$ cat src/rtl/seq_wide_adder.sv
// rtl/seq_wide_adder.sv - multi-cycle wide adder over one shared prefix slice; OVF enabled by SEQ_WIDE_ADDER_OVF_EN

package lau_pkg;
   typedef enum logic {SLOW = 1'b0, FAST = 1'b1} speed_t;
endpackage

// Prefix AND-OR carry network with the carry-in folded into bit 0.
// go[i] is the carry out of bit i for the whole span [0..i].
module seq_wide_adder_slice #(
   parameter int              width = 8,
   parameter lau_pkg::speed_t speed = lau_pkg::FAST
) (
   input  logic [width-1:0] gi,
   input  logic [width-1:0] pi,
   input  logic             ci,
   output logic [width-1:0] go
);
   if (speed == lau_pkg::FAST) begin : g_fast
      localparam int LV = $clog2(width);
      logic [width-1:0] g_lv [LV+1];
      logic [width-1:0] p_lv [LV+1];

      // Kogge-Stone style log-depth prefix tree
      always_comb begin
         g_lv[0]    = gi;
         g_lv[0][0] = gi[0] | (pi[0] & ci);
         p_lv[0]    = pi;
         for (int l = 1; l <= LV; l++) begin
            g_lv[l] = g_lv[l-1];
            p_lv[l] = p_lv[l-1];
            for (int i = (1 << (l-1)); i < width; i++) begin
               g_lv[l][i] = g_lv[l-1][i] | (p_lv[l-1][i] & g_lv[l-1][i-(1 << (l-1))]);
               p_lv[l][i] = p_lv[l-1][i] & p_lv[l-1][i-(1 << (l-1))];
            end
         end
      end

      assign go = g_lv[LV];
   end else begin : g_slow
      logic c;

      // linear ripple prefix, smallest network
      always_comb begin
         go = '0;
         c  = ci;
         for (int i = 0; i < width; i++) begin
            c     = gi[i] | (pi[i] & c);
            go[i] = c;
         end
      end
   end
endmodule

module seq_wide_adder #(
   parameter int              width  = 8,
   parameter int              chunks = 4,
   parameter lau_pkg::speed_t speed  = lau_pkg::FAST
) (
   input  logic                    CLK,
   input  logic                    RST,
   input  logic [width*chunks-1:0] A,
   input  logic [width*chunks-1:0] B,
   input  logic                    CI,
   input  logic                    VI,
   output logic                    RI,
   output logic [width*chunks-1:0] S,
   output logic                    CO,
   output logic                    OVF,
   output logic                    VO,
   input  logic                    RO
);
   localparam int N  = width * chunks;
   localparam int CW = (chunks > 1) ? $clog2(chunks) : 1;
   localparam logic [CW-1:0] LAST = CW'(chunks - 1);

   localparam logic [1:0] IDLE = 2'd0;
   localparam logic [1:0] RUN  = 2'd1;
   localparam logic [1:0] DONE = 2'd2;

   logic [1:0]       state_q, state_d;
   logic [N-1:0]     a_q, a_d;
   logic [N-1:0]     b_q, b_d;
   logic [N-1:0]     s_q, s_d;
   logic             carry_q, carry_d;
   logic [CW-1:0]    cnt_q, cnt_d;

   logic [width-1:0] a_k, b_k, go, sum_k;

   // select the operand chunk addressed by the counter
   always_comb begin
      a_k = '0;
      b_k = '0;
      for (int k = 0; k < chunks; k++) begin
         if (cnt_q == CW'(k)) begin
            a_k = a_q[k*width +: width];
            b_k = b_q[k*width +: width];
         end
      end
   end

   seq_wide_adder_slice #(
      .width (width),
      .speed (speed)
   ) u_slice (
      .gi (a_k & b_k),
      .pi (a_k ^ b_k),
      .ci (carry_q),
      .go (go)
   );

   assign sum_k = (a_k ^ b_k) ^ {go[width-2:0], carry_q};

   // control FSM plus operand, sum and carry register updates
   always_comb begin
      state_d = state_q;
      a_d     = a_q;
      b_d     = b_q;
      s_d     = s_q;
      carry_d = carry_q;
      cnt_d   = cnt_q;
      case (state_q)
         IDLE: begin
            if (VI) begin
               a_d     = A;
               b_d     = B;
               carry_d = CI;
               cnt_d   = '0;
               state_d = RUN;
            end
         end
         RUN: begin
            for (int k = 0; k < chunks; k++) begin
               if (cnt_q == CW'(k)) begin
                  s_d[k*width +: width] = sum_k;
               end
            end
            carry_d = go[width-1];
            // counter parks on the last chunk instead of wrapping
            if (cnt_q == LAST) begin
               state_d = DONE;
            end else begin
               cnt_d = cnt_q + 1'b1;
            end
         end
         DONE: begin
            if (RO) begin
               state_d = IDLE;
            end
         end
         default: state_d = IDLE;
      endcase
   end

   // state registers with synchronous reset
   always_ff @(posedge CLK) begin
      if (RST) begin
         state_q <= IDLE;
         a_q     <= '0;
         b_q     <= '0;
         s_q     <= '0;
         carry_q <= 1'b0;
         cnt_q   <= '0;
      end else begin
         state_q <= state_d;
         a_q     <= a_d;
         b_q     <= b_d;
         s_q     <= s_d;
         carry_q <= carry_d;
         cnt_q   <= cnt_d;
      end
   end

`ifdef SEQ_WIDE_ADDER_OVF_EN
   logic ovf_q, ovf_d;

   // capture carry-into-MSB xor carry-out on the top chunk
   always_comb begin
      ovf_d = ovf_q;
      if ((state_q == RUN) && (cnt_q == LAST)) begin
         ovf_d = go[width-2] ^ go[width-1];
      end
   end

   // overflow flag register
   always_ff @(posedge CLK) begin
      if (RST) begin
         ovf_q <= 1'b0;
      end else begin
         ovf_q <= ovf_d;
      end
   end

   assign OVF = ovf_q;
`else
   assign OVF = 1'b0;
`endif

   assign RI = (state_q == IDLE);
   assign VO = (state_q == DONE);
   assign S  = s_q;
   assign CO = carry_q;
endmodule
$ cat config.mk
export PLATFORM = sky130hd
export DESIGN_NAME = seq_wide_adder
export DESIGN_NICKNAME = d
export VERILOG_FILES = /design/src/rtl/seq_wide_adder.sv
export SDC_FILE = /design/constraint.sdc
export NUM_CORES = 1
export LEC_CHECK = 0
export ABC_CLOCK_PERIOD_IN_PS = 2900
export CAP_MARGIN = 20
export CELL_PAD_IN_SITES_DETAIL_PLACEMENT = 1
export CELL_PAD_IN_SITES_GLOBAL_PLACEMENT = 1
export CORE_MARGIN = 2
export CORE_UTILIZATION = 25
export CTS_CLUSTER_SIZE = 10
export DETAILED_ROUTE_END_ITERATION = 8
export DONT_BUFFER_PORTS = 1
export GPL_ROUTABILITY_DRIVEN = 0
export PLACE_DENSITY = 0.52
export SLEW_MARGIN = 20
export SYNTH_ARGS = -nofsm -noshare
export SYNTH_HDL_FRONTEND = slang
export SYNTH_HIERARCHICAL = 1
export SYNTH_SLANG_ARGS = --single-unit
$ cat constraint.sdc
create_clock -name CLK -period 2.9 [get_ports CLK]
set_clock_uncertainty 0.05 [all_clocks]
set_input_delay 0.29 -clock CLK [delete_from_list [all_inputs] [get_ports CLK]]
set_output_delay 0.29 -clock CLK [all_outputs]
set_load 0.02 [all_outputs]
# Word-level counts from Yosys, hierarchy flattened
# Cells that the tools add are included.
# totals
mem_bits_ro	0
mem_count	0
elab_cells	96
latchBits	0
regBits	101
input_bits	69
mem_bits_rw	0
out_inout_bits	36
# op_classes
mul	0
eq_ne	9
bitwise	49
n_mux	17
shift	0
div	0
magnitude_cmp	0
add_sub_neg	1
reduce_logical	11
# op_table
operator	count
8-bit 2-to-1 mux	8
1-bit bitwise AND	28
1-bit OR	18
8-bit XOR	2
2-bit AND reduction	6
2-bit 2-to-1 mux	5
8-bit bitwise AND	1
2-bit == test, second input constant	3
2-bit != test, second input constant	3
2-bit one-hot mux with 3 select lines	1
3-bit AND reduction	2
2-bit by 1-bit == test with 1-bit output, second input constant	2
2-bit logical NOT	2
2-bit one-hot mux with 2 select lines	1
2-bit by 1-bit adder with 2-bit output, second input constant	1
2-bit by 1-bit != test with 1-bit output, second input constant	1
1-bit one-hot mux with 2 select lines	1
2-bit nonzero test	1
1-bit 2-to-1 mux	1

# Longest topological paths before layout
# Gate-level depths: netlist of run 1.
# depth
ltp_word	15
ltp_mapped	13
ltp_nobuf	11

# Cells and area by module
# The synthesis of run 1 kept the hierarchy.
# by_module_without_submodules
mod	cells_each	instances	area_per_inst_um2	seq_area_each_um2
seq_wide_adder	550	1	4376.7	2021.9
seq_wide_adder_slice	25	1	171.4	0.0

# Worst setup path before layout of run 1
# Ideal clock, no wire load.
# synth_path
path_type	register to register
startpoint	reg cnt_q[0]
endpoint	reg s_q[4] (netlist: S[4])
slack_ns	0.050
setup_ns	0.134
path_stages_with_launch	14
period_less_slack_ns	2.850
t_required_ns	2.716
t_arrival_ns	2.666
path_buffers	2
path_cell_list	dfxtp_1 -> inv_1 -> ha_1 -> clkbuf_1 -> clkbuf_1 -> a21oi_1 -> o21ai_0 -> a22o_1 -> ha_1 -> a211o_1 -> a21o_1 -> a21o_1 -> xnor2_1 -> a211oi_1
# synth_between
elab_chain_cells	13
word_cells_on_any_way	25
classes_between	eq/ne: 3; mux: 8; bitwise: 12; reduce/logical: 2
# synth_rtl
element	line_no	rtl
from (decl)	85	logic [CW-1:0] cnt_q, cnt_d;
from (signal assigned)	169	cnt_q <= cnt_d;
2-bit logical NOT	94	if (cnt_q == CW'(k)) begin
8-bit 2-to-1 mux (4 in a row)	94	
8-bit XOR	106	.pi (a_k ^ b_k),
1-bit bitwise AND	26	g_lv[0][0] = gi[0] | (pi[0] & ci);
1-bit OR	26	
1-bit bitwise AND	32	g_lv[l][i] = g_lv[l-1][i] | (p_lv[l-1][i] & g_lv[l-1][i-(1 << (l-1))]);
1-bit OR	32	
1-bit bitwise AND	32	
1-bit OR *	32	
named net go[3]	87	logic [width-1:0] a_k, b_k, go, sum_k;
8-bit XOR *	111	assign sum_k = (a_k ^ b_k) ^ {go[width-2:0], carry_q};
to (signal assigned)	160	s_q <= '0;
to (signal assigned)	167	s_q <= s_d;
to (decl)	83	logic [N-1:0] s_q, s_d;
# The timed path passes the listed nets; every way through them passes the cells marked *.
# A chain may end at the register's enable or synchronous reset.

# Worst setup path after layout of run 1
# layout_path
startpoint	reg cnt_q[1]
endpoint	reg s_q[20] (netlist: S[20])
# The elaborated chain is that of the path after synthesis.

==> results of run 1 <==
final timing paths:
check / from / to / slack, ns / depth (start not counted)
setup / recovery: cnt_q[1]$_SDFFE_PP0P_ / S[20]$_SDFFE_PP0P_ / -0.01 / 13
hold / removal: B[11] / b_q[11]$_SDFFE_PP0P_ / 0.02 / 2
setup reg to reg: cnt_q[1]$_SDFFE_PP0P_ / S[20]$_SDFFE_PP0P_ / -0.01 / 13
hold reg to reg: b_q[0]$_SDFFE_PP0P_ / b_q[0]$_SDFFE_PP0P_ / 0.42 / 2
per-layer routing:
| metal | GRT usage, % | up-vias |
|---|---|---|
| met2 | 27.2 | 75 |
| met1 | 18.7 | 1958 |
| li1 | - | 2050 |
| met4 | 4.57 | 0 |
| met3 | 4.45 | 12 |
| met5 | 0 | - |
synth_stat cells, types with 2 or more instances:
master                     number
sky130_fd_sc_hd__a211oi_1      34
sky130_fd_sc_hd__a21o_1         4
sky130_fd_sc_hd__a21oi_1      100
sky130_fd_sc_hd__a22o_1        16
sky130_fd_sc_hd__and3b_1        4
sky130_fd_sc_hd__buf_2          4
sky130_fd_sc_hd__buf_4         13
sky130_fd_sc_hd__buf_6          7
sky130_fd_sc_hd__clkbuf_1      23
sky130_fd_sc_hd__clkbuf_2       2
sky130_fd_sc_hd__dfxtp_1      101
sky130_fd_sc_hd__ha_1          12
sky130_fd_sc_hd__inv_1         21
sky130_fd_sc_hd__nand2_1      146
sky130_fd_sc_hd__nor2_1        37
sky130_fd_sc_hd__nor2b_1        2
sky130_fd_sc_hd__nor3_1         3
sky130_fd_sc_hd__o21a_1         2
sky130_fd_sc_hd__o21ai_0       16
sky130_fd_sc_hd__o31ai_1        2
sky130_fd_sc_hd__or3_1          2
sky130_fd_sc_hd__xnor2_1        8
kinds of logic (layout without fill, tap and decap cells):
group / after synthesis / in the layout / share of synthesized area (%)
flops: 101 / 101 / 44.5
fa+ha+maj: 12 / 12 / 3.30
xor+xnor: 8 / 8 / 1.54
compound gates: 181 / 181 / 24.2
simple gates: 201 / 201 / 18.1
mux: 1 / 1 / 0.220
other cells: 1 / 1 / 0.0825
buf+inv: 70 / 128 / 8.17
flip-flops by register name, indices dropped and copies added, names as in the netlist:
name	flops
S	32
a_q	32
b_q	32
cnt_q	2
state_q	2
CO	1
placed cells by master, fill, tap and decap left out, types with 4 or more instances in the layout:
master and instances:
sky130_fd_sc_hd__a211oi_2 15, sky130_fd_sc_hd__o21ai_1 5, sky130_fd_sc_hd__buf_6 9, sky130_fd_sc_hd__buf_12 5, sky130_fd_sc_hd__inv_1 19, sky130_fd_sc_hd__dfxtp_1 99
sky130_fd_sc_hd__a21oi_2 9, sky130_fd_sc_hd__a22o_1 16, sky130_fd_sc_hd__a211oi_1 18, sky130_fd_sc_hd__o21ai_2 4, sky130_fd_sc_hd__and3b_1 4, sky130_fd_sc_hd__ha_4 10
sky130_fd_sc_hd__a21oi_4 4, sky130_fd_sc_hd__nand2_1 146, sky130_fd_sc_hd__dlygate4sd3_1 44, sky130_fd_sc_hd__xnor2_1 4, sky130_fd_sc_hd__nor2_1 36, sky130_fd_sc_hd__a21oi_1 87
sky130_fd_sc_hd__clkbuf_16 10, sky130_fd_sc_hd__o21ai_0 7, sky130_fd_sc_hd__buf_4 32, sky130_fd_sc_hd__a21o_1 4
timing repair:
item,CTS,global route
hold buffers,45,0
endpoints found under the hold margin,101,0
buffers inserted,7,9
gates cloned,0,1
gates resized for setup,29,64
endpoints found under the setup margin,19,22
pin swaps,8,33
stage by stage:
| step | utilization (%) | area [um2] | instances |
|---|---|---|---|
| after floorplan | - | 4550 | 575 |
| after global placement | 27.0 | 4840 | 787 |
| after detailed placement | 27.0 | 4840 | 787 |
| after CTS | 32.3 | 5790 | 854 |
| after global routing | 34.5 | 6180 | 862 |
| final | 34.5 | 6180 | 862 |
area by class of cell:
type                       count  share of cell area, %
tap                          229                   4.63
multi-input combinational    404                   41.4
sequential                   101                   32.8
inverter                      21                   1.36
clock buffer                  10                   3.70
clock inverter                 5                  0.971
timing repair buffer          92                   15.1
worst reg2reg max path: stages (launching register included):
cell and delay (ns):
sky130_fd_sc_hd__dfxtp_4 0.36, sky130_fd_sc_hd__buf_6 0.13, sky130_fd_sc_hd__ha_4 0.17, sky130_fd_sc_hd__buf_6 0.14, sky130_fd_sc_hd__a21oi_2 0.09, sky130_fd_sc_hd__o21ai_1 0.07, sky130_fd_sc_hd__a22o_1 0.21, sky130_fd_sc_hd__ha_1 0.32
sky130_fd_sc_hd__a211o_1 0.33, sky130_fd_sc_hd__a21o_1 0.23, sky130_fd_sc_hd__a21o_1 0.22, sky130_fd_sc_hd__xnor2_4 0.17, sky130_fd_sc_hd__buf_12 0.14, sky130_fd_sc_hd__a211oi_2 0.21
where the power goes:
group	leakage [nW]	switching, mW	internal (mW)
registers	0.828	0.0855	1.46
logic	1.38	0.371	0.343
clock network	0.139	0.541	0.668
total	2.34	0.998	2.47
==> results.md, run 1 <==
- Category of the worst setup path capture point: flop
- Clock slew at reported path FFs: 0.07 ns
- First-pass iteration count of the detailed router: 4
- Wire length of the first global-routing pass: 23.6 mm
- Leak pwr: 2.34 nW
- Max-slew violation total from the final report: 0
- DP Worst Slack: -0.486 ns
- Peak ir drop on the vdd network: 0.290 mV
- H-tree depth: 3
- Layout cells sized above 1: 19.0%
- Root buffer cell: sky130_fd_sc_hd__clkbuf_16
- Area of the core: 17,900 um2
- Cells after synthesis: 575
- Clk Latency, worst-skew pair: 0.35 ns
- Number of enable-type register cells in the synthesized netlist: 0
- Number of warnings printed during yosys synthesis: 6
- Primary flip-flop cell chosen by synthesis mapping: sky130_fd_sc_hd__dfxtp_1
- Status: finished with violations
- Number of buffer cells added on primary ports: 0
- Residual DRC: 0
- Shortest clock period the worst path allows after layout: 2.91 ns
- Clock tree from TritonCTS: yes
- Met2 routed wirelength: 7.78 mm
- Maximum number of pins on one net before global-route repair: 58
- Number of flip-flops and latches in the synthesized netlist: 101
- Dominant cell type by area after synthesis: sky130_fd_sc_hd__dfxtp_1
- Highest layer used for signal routing: met4
- DR iter-0 viols: 113
- Critical path start-end classification: reg -> reg
- RSZ-0062 raised after global routing: yes
- Area Overhead vs Synth: 36.0%
- Number of sinks on the clock net: 101
- Die boundary width: 139 um
- Seq/Total Area, Yosys: 44.5%
- Routed length per placed instance: 18.0 um
- Net count reported at finish: 710
- Max Fclk: 343 MHz
- Combined area of all synthesized cells: 4550 um2
- Total overflow reported by the global router: 0
- Routed metal-1 wirelength: 6.79 mm
- Async set or reset register ratio after synthesis: 0%
- Critical-path cell with the highest stage delay: sky130_fd_sc_hd__dfxtp_4
- Worst hold-check slack: 0.0162 ns
- Total Neg Setup Slack: -0.0116 ns
- Number of antenna repair diodes: 0
- Total vias in the final route: 4,095
- Area share of the largest cell type after synthesis: 44.5%
- Detailed route wirelength on metal3: 733 um
- Post-Synthesis Mean Instance Area: 7.91 um2
- Arrival time reported for the critical path endpoint: 3.13 ns
- Area taken by flip-flops and latches: 2030 um2
- Ratio of routed vias to standard cells: 4.75
- Transition time at the pin with the least slew margin: 0.663 ns
- Area taken by multi-input logic gates: 2560 um2
- Violations in the final reports: setup timing
- Number of CTS-inserted buffers: 9
- Worst min-delay path category: in -> reg
- Sum of routed wire length over all layers: 15.5 mm
- Final critical-path setup slack: -0.0116 ns
- Cell family contributing the most delay on the critical path: compound AO/OA/AOI/OAI gates
- Cells along the critical path: buf_6 -> ha_4 -> buf_6 -> a21oi_2 -> o21ai_1 -> a22o_1 -> ha_1 -> a211o_1 -> a21o_1 -> a21o_1 -> xnor2_4 -> buf_12 -> a211oi_2
- Via count of the first global-routing pass: 4,338
- Global-route usage over all layers: 15.6%
- Critical Path Fanout Max: 7
- Required time of the critical path: 3.12 ns
- Biggest area contributors in the synthesized netlist: sky130_fd_sc_hd__dfxtp_1, sky130_fd_sc_hd__nand2_1, sky130_fd_sc_hd__a21oi_1, sky130_fd_sc_hd__a211oi_1, sky130_fd_sc_hd__ha_1
- CTS Buffer Depth: 2
- Max-slew headroom at the worst pin: 55.8%
- Delay of the slowest cell on the worst path: 0.36 ns
- Die Height: 139 um
- Post-synthesis net count: 656
- CP startpoint kind: flop
- Unique masters post-synth: 38
- Total power per unit cell area: 561 nW/um2
- HPWL reported at the end of detailed placement: 10.3 mm
- Bufs and invs on worst path: 3
- Die area: 19,300 um2
- Number of top-level pins: 105
- Final hold viol count: 0
- Max-cap violation count: 0
- Starting utilization of the core area: 25.4%
- Initial antenna violation count: 0
- Period utilization: 100%
- Count of nets left with antenna violations after detail routing: 0
- Number of setup violations in the final report: 1
- Row count: 49
- Final Power: 3.47 mW
- Final-layout fill cell count: 2,126
No activity file was read; power rests on OpenSTA's default activity.
==> run 2: changes to the inputs <==
Settings changed: CORE_UTILIZATION 25 to 41, PLACE_DENSITY 0.52 to 0.77, SLEW_MARGIN 20 to unset.
==> run 2 against run 1 <==
Against the previous run: the flow still finishes with violations (setup timing); flip-flop and latch count is the same; critical path depth unchanged; critical endpoint is now S[31]$_SDFFE_PP0P_; largest cell class unchanged; highest routed layer unchanged; core utilization grew 17 points; power down 13%; global-route usage grew 7.1 points.
==> results.md, run 2 (synthesized netlist as in run 1, its figures left out) <==
- Clock slew at reported path FFs: 0.10 ns
- Max-slew violation total from the final report: 0
- Max-cap violation count: 0
- Status: finished with violations
- Via count of the first global-routing pass: 4,114
- Most frequent cells in the layout: sky130_fd_sc_hd__nand2_1, sky130_fd_sc_hd__dfxtp_1, sky130_fd_sc_hd__a21oi_1, sky130_fd_sc_hd__dlygate4sd3_1, sky130_fd_sc_hd__nor2_1
- Residual DRC: 0
- Non-filler cells in the finished layout: 748
- Final Power: 3.03 mW
- Die area: 12,000 um2
- Worst hold-check slack: 0.00626 ns
- Critical-path cell with the highest stage delay: sky130_fd_sc_hd__a211o_4
- Global-route usage over all layers: 22.7%
- HPWL reported at the end of detailed placement: 8.98 mm
- Number of top-level pins: 105
- Area taken by flip-flops and latches: 2030 um2
- Number of setup violations in the final report: 4
- Number of CTS-inserted buffers: 9
- Number of buffer cells added on primary ports: 0
- Critical Path Fanout Max: 17
- DR iter-0 viols: 215
- Required time of the critical path: 3.16 ns
- Count of nets left with antenna violations after detail routing: 0
- CTS Buffer Depth: 2
- Number of sinks on the clock net: 101
- Net count reported at finish: 684
- Arrival time reported for the critical path endpoint: 3.19 ns
- Final core utilization: 51.9%
- Final hold viol count: 0
- Starting utilization of the core area: 42.0%
- Placed Instance Area: 4610 um2
- Total Neg Setup Slack: -0.0635 ns
- Worst min-delay path category: in -> reg
- Routed length per placed instance: 18.7 um
- Max-slew headroom at the worst pin: 48.7%
- Maximum number of pins on one net before global-route repair: 102
- Cells along the critical path: buf_4 -> ha_4 -> buf_12 -> a21oi_1 -> o21ai_0 -> a22o_1 -> ha_4 -> a211o_4 -> a211oi_4 -> nor3_2 -> xnor2_2 -> buf_4 -> a211oi_2
- Row count: 38
- Period utilization: 101%
- Violations in the final reports: setup timing
- Final-layout fill cell count: 1,292
- Initial antenna violation count: 0
- Area taken by multi-input logic gates: 2450 um2
- First-pass iteration count of the detailed router: 4
- Total vias in the final route: 4,024
- Total power per unit cell area: 539 nW/um2
- Peak ir drop on the vdd network: 0.219 mV
- DP Worst Slack: -0.328 ns
- Ratio of routed vias to standard cells: 5.38
- Final critical-path setup slack: -0.0237 ns
- Die Height: 109 um
- Finished Cell Area: 5630 um2
- Root buffer cell: sky130_fd_sc_hd__clkbuf_8
- CP startpoint kind: flop
- Critical path start-end classification: reg -> reg
- Wire length of the first global-routing pass: 20.9 mm
- Die boundary width: 109 um
- Area Overhead vs Synth: 23.8%
- Category of the worst setup path capture point: flop
- Clk Latency, worst-skew pair: 0.38 ns
- Commonest non-fill, non-tap cell in the layout: sky130_fd_sc_hd__nand2_1
- Total overflow reported by the global router: 0
- Layout cells sized above 1: 13.8%
- H-tree depth: 3
- Leak pwr: 2.04 nW
- Area of the core: 10,800 um2
- Number of antenna repair diodes: 0
- Max Fclk: 342 MHz
- Transition time at the pin with the least slew margin: 0.769 ns
- Post-Place Cells: 682
- Delay of the slowest cell on the worst path: 0.38 ns
- Shortest clock period the worst path allows after layout: 2.92 ns
- Sum of routed wire length over all layers: 14.0 mm
- Clock tree from TritonCTS: yes
## run 2: routing by layer
layer  share of wire [%]  GRT usage, %  vias to the layer above
li1                    -             -                     1993
met1                  43          27.7                     1918
met2                  50          39.2                       90
met3                 4.6          5.28                       23
met4                 2.1          7.96                        0
met5                   0             0                        -
## run 2: what timing repair did
action / in CTS / in global routing
setup endpoints to repair: 17 / 19
resized for setup: 18 / 40
setup buffers: 3 / 2
endpoints found under the hold margin: 101 / 2
pin swaps: 7 / 18
cloned: 1 / 1
hold buffers: 42 / 2
## run 2: final cells by class
class	count	area share, %
clock buffer	11	2.69
clock inverter	5	0.600
inverter	21	1.40
multi-input combinational	404	43.4
sequential	101	36.0
tap	140	3.11
timing repair buffer	66	12.7
## run 2: critical path, delay by kind of cell, from the launching register on
kind / cells / cell delay [ns]
compound gates: 6 / 1.36
buf+inv: 3 / 0.46
fa+ha+maj: 2 / 0.40
flops: 1 / 0.36
xor+xnor: 1 / 0.14
simple gates: 1 / 0.09
## run 2: worst paths after layout
path / start / end / slack, ns / depth (start not counted)
worst max-delay path: cnt_q[1]$_SDFFE_PP0P_ / S[31]$_SDFFE_PP0P_ / -0.02 / 13
worst min-delay path: B[31] / b_q[31]$_SDFFE_PP0P_ / 0.006 / 2
worst max register to register: cnt_q[1]$_SDFFE_PP0P_ / S[31]$_SDFFE_PP0P_ / -0.02 / 13
worst min register to register: b_q[7]$_SDFFE_PP0P_ / b_q[7]$_SDFFE_PP0P_ / 0.41 / 2
## run 2: power by group
group	switching, mW	total [mW]	leakage, nW	internal [mW]
registers	0.0832	1.54	0.828	1.46
logic	0.346	0.629	1.12	0.283
clock network	0.501	0.860	0.0917	0.359
total	0.931	3.03	2.04	2.10
